File: src/rtl/bcd_digit_formatter.sv
// Serial binary-to-BCD formatter for a four-digit 7-segment display.
// One double-dabble step per cycle; digits, enables and OVF update together on LOAD exit.

module bcd_add3 (
   input  logic [3:0] d,
   output logic [3:0] q
);
   assign q = (d >= 4'd5) ? d + 4'd3 : d;
endmodule

module bcd_digit_formatter #(
   parameter bit LZ_BLANK = 1'b1
) (
   input  logic        CLK,
   input  logic        RST,
   input  logic        START,
   input  logic [13:0] VALUE,
   output logic        BUSY,
   output logic        DONE,
   output logic        OVF,
   output logic [3:0]  NUM0,
   output logic [3:0]  NUM1,
   output logic [3:0]  NUM2,
   output logic [3:0]  NUM3,
   output logic        EN0,
   output logic        EN1,
   output logic        EN2,
   output logic        EN3
);
   typedef enum logic [1:0] {IDLE, CONVERT, LOAD} state_t;

   state_t           state, state_nxt;
   logic [13:0]      sh;
   logic [15:0]      bcd;
   logic [3:0][3:0]  bcd_adj;
   logic [16:0]      shifted;
   logic [3:0]       cnt;
   logic             ovf_pend;
   logic [3:0][3:0]  num_q;
   logic [3:0]       en_q;
   logic [3:0]       nz;
   logic [3:0]       en_calc;

   genvar g;
   generate
      for (g = 0; g < 4; g++) begin : g_nib
         bcd_add3 u_add3 (.d(bcd[g*4 +: 4]), .q(bcd_adj[g]));
      end
   endgenerate

   assign shifted = {bcd_adj, sh[13]};

   // Leading-zero blanking: a digit lights if it or any higher digit is nonzero.
   always_comb begin
      nz = {|bcd[15:12], |bcd[11:8], |bcd[7:4], |bcd[3:0]};
      en_calc = {nz[3], |nz[3:2], |nz[3:1], 1'b1};
      if (!LZ_BLANK) en_calc = 4'b1111;
   end

   always_ff @(posedge CLK) begin
      if (RST) state <= IDLE;
      else     state <= state_nxt;
   end

   always_comb begin
      state_nxt = state;
      case (state)
         IDLE:    if (START) state_nxt = CONVERT;
         CONVERT: if (cnt == 4'd13) state_nxt = LOAD;
         LOAD:    state_nxt = IDLE;
         default: state_nxt = IDLE;
      endcase
   end

   always_ff @(posedge CLK) begin
      if (RST) begin
         sh       <= '0;
         bcd      <= '0;
         cnt      <= '0;
         ovf_pend <= 1'b0;
         num_q    <= '0;
         en_q     <= '0;
         OVF      <= 1'b0;
         DONE     <= 1'b0;
      end else begin
         DONE <= (state == LOAD);
         case (state)
            IDLE: if (START) begin
               sh       <= VALUE;
               bcd      <= '0;
               cnt      <= '0;
               ovf_pend <= (VALUE > 14'd9999);
            end
            CONVERT: begin
               bcd <= shifted[15:0];
               sh  <= {sh[12:0], 1'b0};
               cnt <= cnt + 4'd1;
               // A carry out of the thousands nibble can only occur for
               // values already flagged as overflow; keep it sticky anyway.
               ovf_pend <= ovf_pend | shifted[16];
            end
            LOAD: begin
               if (ovf_pend) begin
                  num_q <= {4'hE, 4'h0, 4'h0, 4'h0};
                  en_q  <= 4'b1000;
                  OVF   <= 1'b1;
               end else begin
                  num_q <= bcd;
                  en_q  <= en_calc;
                  OVF   <= 1'b0;
               end
            end
            default: ;
         endcase
      end
   end

   assign BUSY = (state != IDLE);
   assign NUM0 = num_q[0];
   assign NUM1 = num_q[1];
   assign NUM2 = num_q[2];
   assign NUM3 = num_q[3];
   assign EN0  = en_q[0];
   assign EN1  = en_q[1];
   assign EN2  = en_q[2];
   assign EN3  = en_q[3];
endmodule

File: config.mk
export PLATFORM = sky130hd
export DESIGN_NAME = bcd_digit_formatter
export DESIGN_NICKNAME = d
export VERILOG_FILES = /design/src/rtl/bcd_digit_formatter.sv
export SDC_FILE = /design/constraint.sdc
export NUM_CORES = 1
export LEC_CHECK = 0
export BUFFER_PORTS_ARGS = -buffer_cell sky130_fd_sc_hd__buf_2
export CORE_ASPECT_RATIO = 0.7
export CORE_MARGIN = 5
export CORE_UTILIZATION = 60
export CTS_CLUSTER_SIZE = 8
export DETAILED_ROUTE_END_ITERATION = 16
export GPL_ROUTABILITY_DRIVEN = 1
export HOLD_SLACK_MARGIN = 0.06
export PLACE_DENSITY = 0.82
export SETUP_SLACK_MARGIN = 0.4
export SKIP_LAST_GASP = 1
export SLEW_MARGIN = 20
export SYNTH_ARGS = -nofsm -noshare
export SYNTH_HDL_FRONTEND = slang
export SYNTH_SLANG_ARGS = --single-unit
File: constraint.sdc
create_clock -name CLK -period 2.5 [get_ports CLK]
set_clock_uncertainty 0.15 [all_clocks]
set_input_delay 0.375 -clock CLK [delete_from_list [all_inputs] [get_ports CLK]]
set_output_delay 0.375 -clock CLK [all_outputs]
set_load 0.03 [all_outputs]
## After elaboration in Yosys (flattened, before gate mapping)

Cells that the tools add are included.

| storage, ports and cells | value |
|---|---|
| output and inout port bits | 23 |
| bits in registers | 59 |

| cells by class | value |
|---|---|
| reduce and logical (&&, ||, !) cells | 8 |
| $add $sub $neg | 5 |
| mux-type cells | 18 |
| bitwise logic cells | 1 |
| order comparisons | 5 |
| eq/ne operators | 5 |

Operator list:

| kind | number |
|---|---|
| 16-bit two-way mux | 2 |
| 16-bit one-hot mux with 2 select lines | 1 |
| 14-bit one-hot mux with 2 select lines | 1 |
| 4-bit two-way mux | 6 |
| 4-bit by 2-bit adder with 4-bit output, second input constant | 4 |
| 4-bit by 3-bit >= comparator with 1-bit output, second input constant | 4 |
| 14-bit greater-than comparator, second input constant | 1 |
| 14-bit two-way mux | 1 |
| 12-bit OR reduction | 1 |
| 4-bit one-hot mux with 2 select lines | 1 |
| 8-bit OR reduction | 1 |
| 4-bit by 1-bit adder with 4-bit output, second input constant | 1 |
| 4-bit equality test, second input constant | 1 |
| 2-bit two-way mux | 2 |
| 2-bit != test, second input constant | 2 |
| 2-bit one-hot mux with 2 select lines | 1 |
| 2-bit AND reduction | 2 |
| 2-bit nonzero test | 2 |
| 4-bit OR reduction | 1 |
| 2-bit by 1-bit equality test with 1-bit output, second input constant | 1 |
| 2-bit equality test, second input constant | 1 |
| 2-bit zero test | 1 |
| 1-bit two-way mux | 2 |
| 1-bit one-hot mux with 2 select lines | 1 |
| 1-bit bitwise OR | 1 |

## Logic depth before layout (Yosys ltp)

Gate-level depths: netlist of the first run.

| logic depth | value |
|---|---|
| depth in word-level cells | 4 |
| gate-level depth with buffers | 6 |

## Modules after synthesis

From an unflattened synthesis of the first run, not the netlist that was laid out.

| unflattened totals | value |
|---|---|
| cell total of the unflattened synthesis | 310 |
| area total of the unflattened synthesis | 2,720.1 µm² |

By module, submodules not included:

| module | times used | cells each | area an instance (µm²) | sequential area each (µm²) |
|---|---|---|---|---|
| bcd_digit_formatter | 1 | 246 | 2,314.7 | 1,181.1 |
| bcd_add3 | 4 | 16 | 101.3 | 0.0 |

## Least setup slack after synthesis of the first run

No wires, ideal clock.

| timing path | value |
|---|---|
| path kind | reg2reg |
| start | register bcd[8] |
| end | register en_q[1] |
| library setup time | 0.128 ns |
| path buffers | 0 |
| arrival time | 1.216 ns |
| path slack | 1.006 ns |
| stages on the path, launching flop included | 7 |
| cells stage by stage | dfxtp_1 -> inv_1 -> ha_1 -> nor4b_1 -> nand4_1 -> a22oi_1 -> nor2_1 |

| on the way | value |
|---|---|
| word-level cells in the longest chain between the ends | 2 |

Ends and longest elaborated chain:

| what | line | text |
|---|---|---|
| from (decl) | 34 | `logic [15:0] bcd;` |
| from (signal assigned) | 95 | `bcd <= shifted[15:0];` |
| 12-bit OR reduction | 56 | `en_calc = {nz[3], \|nz[3:2], \|nz[3:1], 1'b1};` |
| 4-bit two-way mux | 103 | `if (ovf_pend) begin` |
| to (signal assigned) | 109 | `en_q <= en_calc;` |
| to (decl) | 40 | `logic [3:0] en_q;` |

Every way passes these cells.
A chain may end at the register's enable or synchronous reset.

## Worst setup path after layout of the first run

| timing path | value |
|---|---|
| start | register state[0] |
| end | register ovf_pend |

| on the way | value |
|---|---|
| word-level cells in the longest chain between the ends | 3 |
| elaborated cells between the ends (all ways) | 6 |
| classes of those cells | eq/ne (2); mux (1); reduce/logical (3) |

Ends and longest elaborated chain:

| what | line | text |
|---|---|---|
| from (decl) | 32 | `state_t state, state_nxt;` |
| from (signal assigned) | 62 | `else state <= state_nxt;` |
| 2-bit by 1-bit equality test with 1-bit output / 2-bit zero test (equally long branches) | 87 | `case (state)` |
| 2-bit nonzero test (no source line) / 2-bit != test (equally long branches) | n/a |  |
| 2-bit AND reduction (no source line) | n/a |  |
| to (signal assigned) | 92 | `ovf_pend <= (VALUE > 14'd9999);` |
| to (signal assigned) | 100 | `ovf_pend <= ovf_pend \| shifted[16];` |
| to (decl) | 38 | `logic ovf_pend;` |

Several ways; a longest one is shown, not always the timed one.

==> flow_summary.toml, run 1 <==
[floorplan]
dieWidth_um = 89.5
dieArea_um2 = 5870
die_y_um = 65.6
start_util_pct = 61.6
ioPinCount = 40
rows = 20
core_area_um2 = 4300

[finish]
final-seq-area_um2 = 1180
drive_gt1_share_pct = 16.9
fin_area_um2 = 3020
layout.nets = 383
antenna_cells = 0
final_common_cell = "nor2_1"
multi_input_area_um2 = 1330
fin_util_pct = 70.3
area_growth_pct = 14.1
layout_common_cells = "68 x nor2_1, 59 x dfxtp_1, 39 x buf_2"
fill_cells = 339

[cts]
cts_sinks = 59
clkTransAtPathRegs_ns = 0.06
cts_tree = "built"
insertion_delay_ns = 0.34
postCtsSetupRepairBufs = 0
cts_buffers = 9
cts_resized = 0
cts_root_buf = "clkbuf_8"
hold_buffers = 0
clockBufferDepth = 2
h-tree-depth = 3

[global_route]
gr-usage-all-layers_pct = 22.2
grt_start_max_net_pins = 45
grt_pass1_vias = 2151
gr-total-overflow = 0
antenna_found_initial = 0
grt_pass1_wl_mm = 9.94

[hold_path]
min_path_type = "input port to register"
hold_path_depth = 3

[detailed_routing]
vias_per_cell = 5.68
postRouteAntennaNets = 0
dr.pass1.iters = 5
dr.max_layer_used = "met4"
drt_iter0_drc = 141
wl_met2_mm = 2.66
wl_per_cell_um = 14.3
wl_met3_um = 473
wl_mm = 5.94
via_count = 2359
wirelength_met1_mm = 2.75
drc = 0

[sta]
worst_slew_pin_slew_ns = 0.781
fmax_mhz = 553
period_share_pct = 72.3
tns_ns = 0
layout_min_cycle_time_ns = 1.81
rsz0062_at_grt = "no"
setup_viol = 0
slew_viol_final = 0
slew_headroom_pct = 47.9
final_hold_viol_count = 0

[setup_path]
worst-path-buf-inv = 0
cp.required_ns = 2.56
crit_chain = "o21ba_2, nor2_1, o21ai_0, o211ai_1"
cp_slowest_stage_delay_ns = 0.49
crit_fanout = 20
path_depth = 4
cp.arrival_ns = 1.87
critPathKind = "register to register"
slowest_stage = "o21ba_2"
crit_path_end_kind = "register"
start_kind = "register"
critPathTopFamily = "compound AO/OA/AOI/OAI gates"
ff2ff_path_depth = 4

[power_and_ir_drop]
leakagePower_uw = 0.00126
vdd_drop_max_v = 0.000442
finalPower_uw = 1890
powerDensity_nw_per_um2 = 625

[logic_synthesis]
netlist_instances = 320
ys_seq_elements = 59
ys_warn_count = 0
synth.top_cell.area_share_pct = 44.5
synth.avg_cell_area_um2 = 8.29
synth.largest_area_cell = "dfxtp_1"
ys_seq_area_share_pct = 44.5
ys_types = 43
yosys-top-cells-area = "dfxtp_1 45%, nor2_1 9.6%, a21oi_1 5.3%, ha_1 5.2%, nor4_1 3.1%"
syn_nets = 348
syn_area_um2 = 2650

[placed_design]
numPortBuffers = 39
post_dp_cell_area_um2 = 2850
gp_congestion = 0.804
dp_hpwl_mm = 3.97

[run]
maxCapViolCount = 0

[run_status]
status = "finished, final reports clean"
-- worst paths after layout --
kind	startpoint	end	slack, ns
max	state[0]	ovf_pend	0.69
min	VALUE[0]	sh[0]	0.13
max reg2reg	state[0]	ovf_pend	0.69
min reg2reg	NUM1[2]	NUM1[2]	0.30
-- routing by layer --
metal | track usage (%) | up-vias
li1 | - | 1178
met1 | 28.9 | 1091
met2 | 33.3 | 81
met3 | 9.40 | 9
met4 | 6.88 | 0
met5 | 0 | -
-- state kept, by name, summed over array words and instances (netlist names), 2 cells and up --
register and cells:
state 2, NUM1 4, cnt 4, bcd 16
NUM0 4, en_q 4, sh 14, NUM3 4
NUM2 4
-- cell families after synthesis --
group	count (synthesis)	share of synthesized area, %
compound gates	59	13.5
mux	5	1.93
simple gates	150	27.6
flops	59	44.5
buf+inv	30	5.24
xor+xnor	6	1.98
fa+ha+maj	11	5.19
-- cells in the mapped netlist (all sizes together) --
| cell | instances |
|---|---|
| nand3b | 6 |
| a22o | 4 |
| ha | 11 |
| nor4 | 13 |
| and2 | 1 |
| nand2b | 9 |
| xnor2 | 4 |
| a311oi | 1 |
| o211ai | 1 |
| or3 | 2 |
| or3b | 1 |
| o31a | 1 |
| a32oi | 4 |
| o21ai | 11 |
| clkbuf | 8 |
| nor3 | 12 |
| nor3b | 2 |
| mux2 | 1 |
| a211oi | 2 |
| mux2i | 4 |
| nor4b | 1 |
| dfxtp | 59 |
| nand4b | 1 |
| a31oi | 1 |
| nor2b | 2 |
| or4 | 4 |
| nand3 | 7 |
| nand4 | 2 |
| o21ba | 1 |
| a22oi | 1 |
| a21oi | 28 |
| buf | 12 |
| nand2 | 16 |
| inv | 10 |
| nor2 | 68 |
| or2 | 2 |
| xor2 | 2 |
| o31ai | 4 |
| and2b | 1 |
-- through the flow --
stage	cells	hold slack [ns]	setup slack (ns)
floorplan	320	0.282	1.01
global placement	399	0.288	0.731
detailed placement	399	0.292	0.624
CTS	415	0.118	0.704
global route	415	0.132	0.527
finish	415	0.126	0.691
-- cell type report --
| class | instances | area share (%) |
|---|---|---|
| clock buffers | 14 | 5.38 |
| clock inverters | 2 | 0.331 |
| inverters | 10 | 1.24 |
| multi-input cells | 231 | 44.0 |
| flip-flops and latches | 59 | 39.1 |
| well taps | 55 | 2.28 |
| repair buffers | 44 | 7.70 |
-- worst min-delay path: cells and delay by family --
kind            cells  cell delay, ns
compound gates      1            0.05
buf+inv             1            0.10
simple gates        1            0.05
-- report_power, final --
group | total, µW | switching, µW | internal, µW
clock network | 758 | 346 | 411
logic | 143 | 91.9 | 50.9
registers | 990 | 22.4 | 968
total | 1890 | 461 | 1430
Note: power is estimated with default switching activity, not from simulation.
==> run 2: changes to the inputs <==
--- a/config.mk
+++ b/config.mk
@@ -8,12 +8,12 @@
 export BUFFER_PORTS_ARGS = -buffer_cell sky130_fd_sc_hd__buf_2
 export CORE_ASPECT_RATIO = 0.7
 export CORE_MARGIN = 5
-export CORE_UTILIZATION = 60
+export CORE_UTILIZATION = 56
 export CTS_CLUSTER_SIZE = 8
 export DETAILED_ROUTE_END_ITERATION = 16
 export GPL_ROUTABILITY_DRIVEN = 1
 export HOLD_SLACK_MARGIN = 0.06
-export PLACE_DENSITY = 0.82
+export PLACE_DENSITY = 0.78
 export SETUP_SLACK_MARGIN = 0.4
 export SKIP_LAST_GASP = 1
 export SLEW_MARGIN = 20
==> constraint.sdc (replaced) <==
create_clock -name CLK -period 1.7 [get_ports CLK]
set_clock_uncertainty 0.15 [all_clocks]
set_input_delay 0.255 -clock CLK [delete_from_list [all_inputs] [get_ports CLK]]
set_output_delay 0.255 -clock CLK [all_outputs]
set_load 0.03 [all_outputs]
==> run 2 against run 1 <==
  * Non-clock buffer count increased by 46
  * First-iteration DRC count rose to 3.4 times the previous value
  * Final cell count increased by 12%
  * Total power increased by 64%
  * Routed wire length is 72% higher
  * Critical path type unchanged
  * Largest cell class unchanged
==> flow_summary.toml, run 2 (synthesis results as in run 1) <==
[detailed_routing]
wl_mm = 10.2
vias_per_cell = 6.37
drc = 0
via_count = 2970
dr.pass1.iters = 6
postRouteAntennaNets = 0
drt_iter0_drc = 480
wl_per_cell_um = 21.9

[finish]
fin_util_pct = 89.3
multi_input_area_um2 = 1870
antenna_cells = 0
largest_reg_flops = 16
fill_cells = 199
layout.nets = 433
layout_common_cells = "51 x nor2_1, 45 x dfxtp_1, 38 x buf_4"
fin_area_um2 = 4180
drive_gt1_share_pct = 47.9
final-seq-area_um2 = 1210
regMostFlops = "bcd"
area_growth_pct = 57.5
final_common_cell = "nor2_1"
largest_registers = "bcd x16, sh x14"

[global_route]
gr-total-overflow = 0
grt_start_max_net_pins = 29
antenna_found_initial = 0
grt_pass1_vias = 2436
gr-usage-all-layers_pct = 24.4
grt_pass1_wl_mm = 11.7

[floorplan]
core_area_um2 = 4680
start_util_pct = 56.7
ioPinCount = 40
die_y_um = 67.6
dieArea_um2 = 6230
dieWidth_um = 92.2
rows = 21

[placed_design]
gp_congestion = 0.844
numPortBuffers = 39
dp_hpwl_mm = 4.31
post_dp_cell_area_um2 = 3130

[power_and_ir_drop]
powerDensity_nw_per_um2 = 741
vdd_drop_max_v = 0.000714
leakagePower_uw = 0.00165

[cts]
cts_tree = "built"
clkTransAtPathRegs_ns = 0.06
cts_sinks = 59
cts_buffers = 9
cts_root_buf = "clkbuf_8"
insertion_delay_ns = 0.35
clockBufferDepth = 2
h-tree-depth = 3

[setup_path]
critPathKind = "register to register"
crit_path_end_kind = "register"
cp.arrival_ns = 1.66
cp.required_ns = 1.78
start_kind = "register"
crit_fanout = 8

[sta]
whs_ns = 0.0527
layout_min_cycle_time_ns = 1.59
final_hold_viol_count = 0
rsz0062_at_grt = "yes"
fmax_mhz = 631
slew_headroom_pct = 57.7
slew_viol_final = 0
period_share_pct = 93.3
setup_viol = 0
tns_ns = 0
worst_slew_pin_slew_ns = 0.634

[run_status]
status = "finished, final reports clean"

[hold_path]
min_path_type = "input port to register"

[run]
maxCapViolCount = 0
run 2: final cells by class:
cell class,count,area share (%)
multi-input combinational,235,44.8
sequential,59,29.1
clock inverter,2,0.240
tap,57,1.71
timing repair buffer,90,18.8
clock buffer,13,4.04
inverter,10,1.32
run 2: critical path: stages (launching register included):
cell and delay [ns]:
dfxtp_4 0.38, buf_6 0.13, o21ba_4 0.26, buf_6 0.13, o31ai_1 0.10, a32oi_1 0.24, nor2_1 0.07
run 2: final timing paths:
kind         startpoint  endpoint  slack, ns  cells after the start
max reg2reg    state[1]   bcd[15]       0.11                      6
min reg2reg     NUM0[2]   NUM0[2]       0.31                      2
max            state[1]   bcd[15]       0.11                      6
min           VALUE[10]    sh[10]       0.05                      3
run 2: through the flow:
step,worst slack [ns],instances,total power (µW)
final,0.114,466,3100
after global routing,0.0719,466,3180
after CTS,0.194,448,2930
after detailed placement,0.126,404,1710
after global placement,0.250,404,1700
after floorplan,0.353,320,1650
run 2: where the power goes:
| part | internal, µW | switching, µW | total [µW] |
|---|---|---|---|
| Combinational | 196 | 228 | 423 |
| Sequential | 1420 | 51.5 | 1470 |
| Clock | 636 | 570 | 1210 |
run 2: what timing repair did:
action,CTS,global route
buffers inserted,16,13
cloned,3,5
endpoints found under the setup margin,50,74
hold buffers,10,0
endpoints found under the hold margin,10,0
gates resized for setup,28,108
pin swaps,13,31
run 2: per-layer routing:
| layer | wire length [µm] | share of wire (%) | global-route usage, % |
|---|---|---|---|
| met2 | 4780 | 47 | 39.7 |
| met1 | 4030 | 40 | 31.0 |
| met3 | 988 | 9.7 | 6.68 |
| met5 | 0 | 0 | 0 |
| met4 | 388 | 3.8 | 10.0 |
==> run 3: changes to the inputs <==
==> constraint.sdc (replaced) <==
create_clock -name CLK -period 1.51 [get_ports CLK]
set_clock_uncertainty 0.15 [all_clocks]
set_input_delay 0.2265 -clock CLK [delete_from_list [all_inputs] [get_ports CLK]]
set_output_delay 0.2265 -clock CLK [all_outputs]
set_load 0.03 [all_outputs]
==> run 3 against run 2 <==
  * First-iteration DRC count decreased by 57%
  * Core utilization decreased by 2.6 points
  * Worst hold slack improved by 0.044 ns
  * Critical path type is now register to output pin
  * Critical endpoint is now BUSY
==> flow_summary.toml, run 3 (synthesis results as in run 1) <==
[setup_path]
start_kind = "register"
crit_chain = "or2_4, buf_6"
crit_path_end_kind = "output pin"
critPathTopFamily = "flip-flops"
cp_slowest_stage_delay_ns = 0.36
critPathKind = "register to output pin"
worst-path-buf-inv = 1
cp.arrival_ns = 1.09
cp.required_ns = 1.13
crit_fanout = 8
slowest_stage = "dfxtp_4"

[detailed_routing]
drt_iter0_drc = 206
via_count = 2692
wl_mm = 7.82
vias_per_cell = 5.76
drc = 0
postRouteAntennaNets = 0
wl_per_cell_um = 16.7
dr.pass1.iters = 4

[floorplan]
ioPinCount = 40
dieArea_um2 = 6230
core_area_um2 = 4680
start_util_pct = 56.7
die_y_um = 67.6
dieWidth_um = 92.2
rows = 21

[finish]
drive_gt1_share_pct = 45.1
largest_reg_flops = 16
stdcell_count = 467
layout.nets = 433
final_common_cell = "nor2_1"
fin_area_um2 = 4050
antenna_cells = 0
area_growth_pct = 52.9
regMostFlops = "bcd"
largest_registers = "bcd x16, sh x14"
layout_common_cells = "64 x nor2_1, 35 x buf_4, 29 x dfxtp_2"

[hold_path]
min_path_type = "input port to register"

[sta]
period_share_pct = 97.3
final_hold_viol_count = 0
fmax_mhz = 680
worst_slew_pin_slew_ns = 0.347
rsz0062_at_grt = "yes"
setup_viol = 0
layout_min_cycle_time_ns = 1.47
slew_viol_final = 0
slew_headroom_pct = 76.6

[cts]
h-tree-depth = 3
cts_root_buf = "clkbuf_8"
clkTransAtPathRegs_ns = 0.07
cts_sinks = 59
cts_buffers = 9
clockBufferDepth = 2
insertion_delay_ns = 0.35
cts_tree = "built"

[global_route]
grt_pass1_wl_mm = 11.7
grt_pass1_vias = 2535
grt_start_max_net_pins = 21
gr-usage-all-layers_pct = 24.2
antenna_found_initial = 0
gr-total-overflow = 0

[power_and_ir_drop]
vdd_drop_max_v = 0.000545
leakagePower_uw = 0.00165
powerDensity_nw_per_um2 = 902

[run]
maxCapViolCount = 0

[placed_design]
gp_congestion = 0.790
numPortBuffers = 39
post_dp_cell_area_um2 = 3260
placed_cells = 417
dp_hpwl_mm = 4.55

[run_status]
status = "finished, final reports clean"
[run 3: cell types whose count changed in the layout (fill, tap and decap cells not counted), sizes merged, moves of 2 or more]
cell	previous run	this run
clkbuf	19	12
or3b	4	1
buf	74	81
bufinv	0	2
dlygate4sd3	10	13
[run 3: stage by stage]
stage,util (%),TNS (ns),setup slack [ns],hold WS [ns],total power (µW)
after global placement,69.7,0,0.0966,0.289,1950
after global routing,86.7,-0.0515,-0.0274,0.116,3780
after floorplan,-,0,0.163,0.217,1870
after detailed placement,69.7,0,0.0390,0.294,1960
final,86.7,0,0.0403,0.0969,3660
after CTS,83.8,0,0.0283,0.0624,3650
[run 3: power breakdown]
group	internal, µW	switching [µW]	leakage (µW)
logic	172	194	0.00104
clock network	1020	647	0.000113
registers	1590	38.9	0.000501
[run 3: timing repair]
action / 4_1_cts / 5_1_grt
gates resized for setup: 84 / 13
setup endpoints to repair: 81 / 82
endpoints found under the hold margin: 13 / 0
hold buffers: 13 / 0
pin swaps: 9 / 3
buffers inserted: 11 / 10
[run 3: final cells by class]
| class | count | area [µm²] |
|---|---|---|
| repair buffers | 94 | 828 |
| well taps | 57 | 71.3 |
| clock inverters | 4 | 72.6 |
| clock buffers | 12 | 155 |
| flip-flops and latches | 59 | 1250 |
| fillers | 221 | 623 |
| multi-input cells | 231 | 1620 |
| inverters | 10 | 55.1 |
[run 3: worst paths after layout]
kind | from | to | slack, ns | cells past startpoint
setup / recovery | state[1] | BUSY | 0.04 | 2
hold / removal | RST | bcd[8] | 0.1 | 2
setup reg to reg | state[0] | bcd[6] | 0.05 | 5
hold reg to reg | OVF | OVF | 0.31 | 2
[run 3: layer usage]
| metal | track usage, % | share of wire (%) |
|---|---|---|
| met1 | 30.5 | 44 |
| met3 | 5.79 | 6.9 |
| met2 | 39.6 | 47 |
| met5 | 0 | 0 |
| met4 | 11.7 | 2.7 |
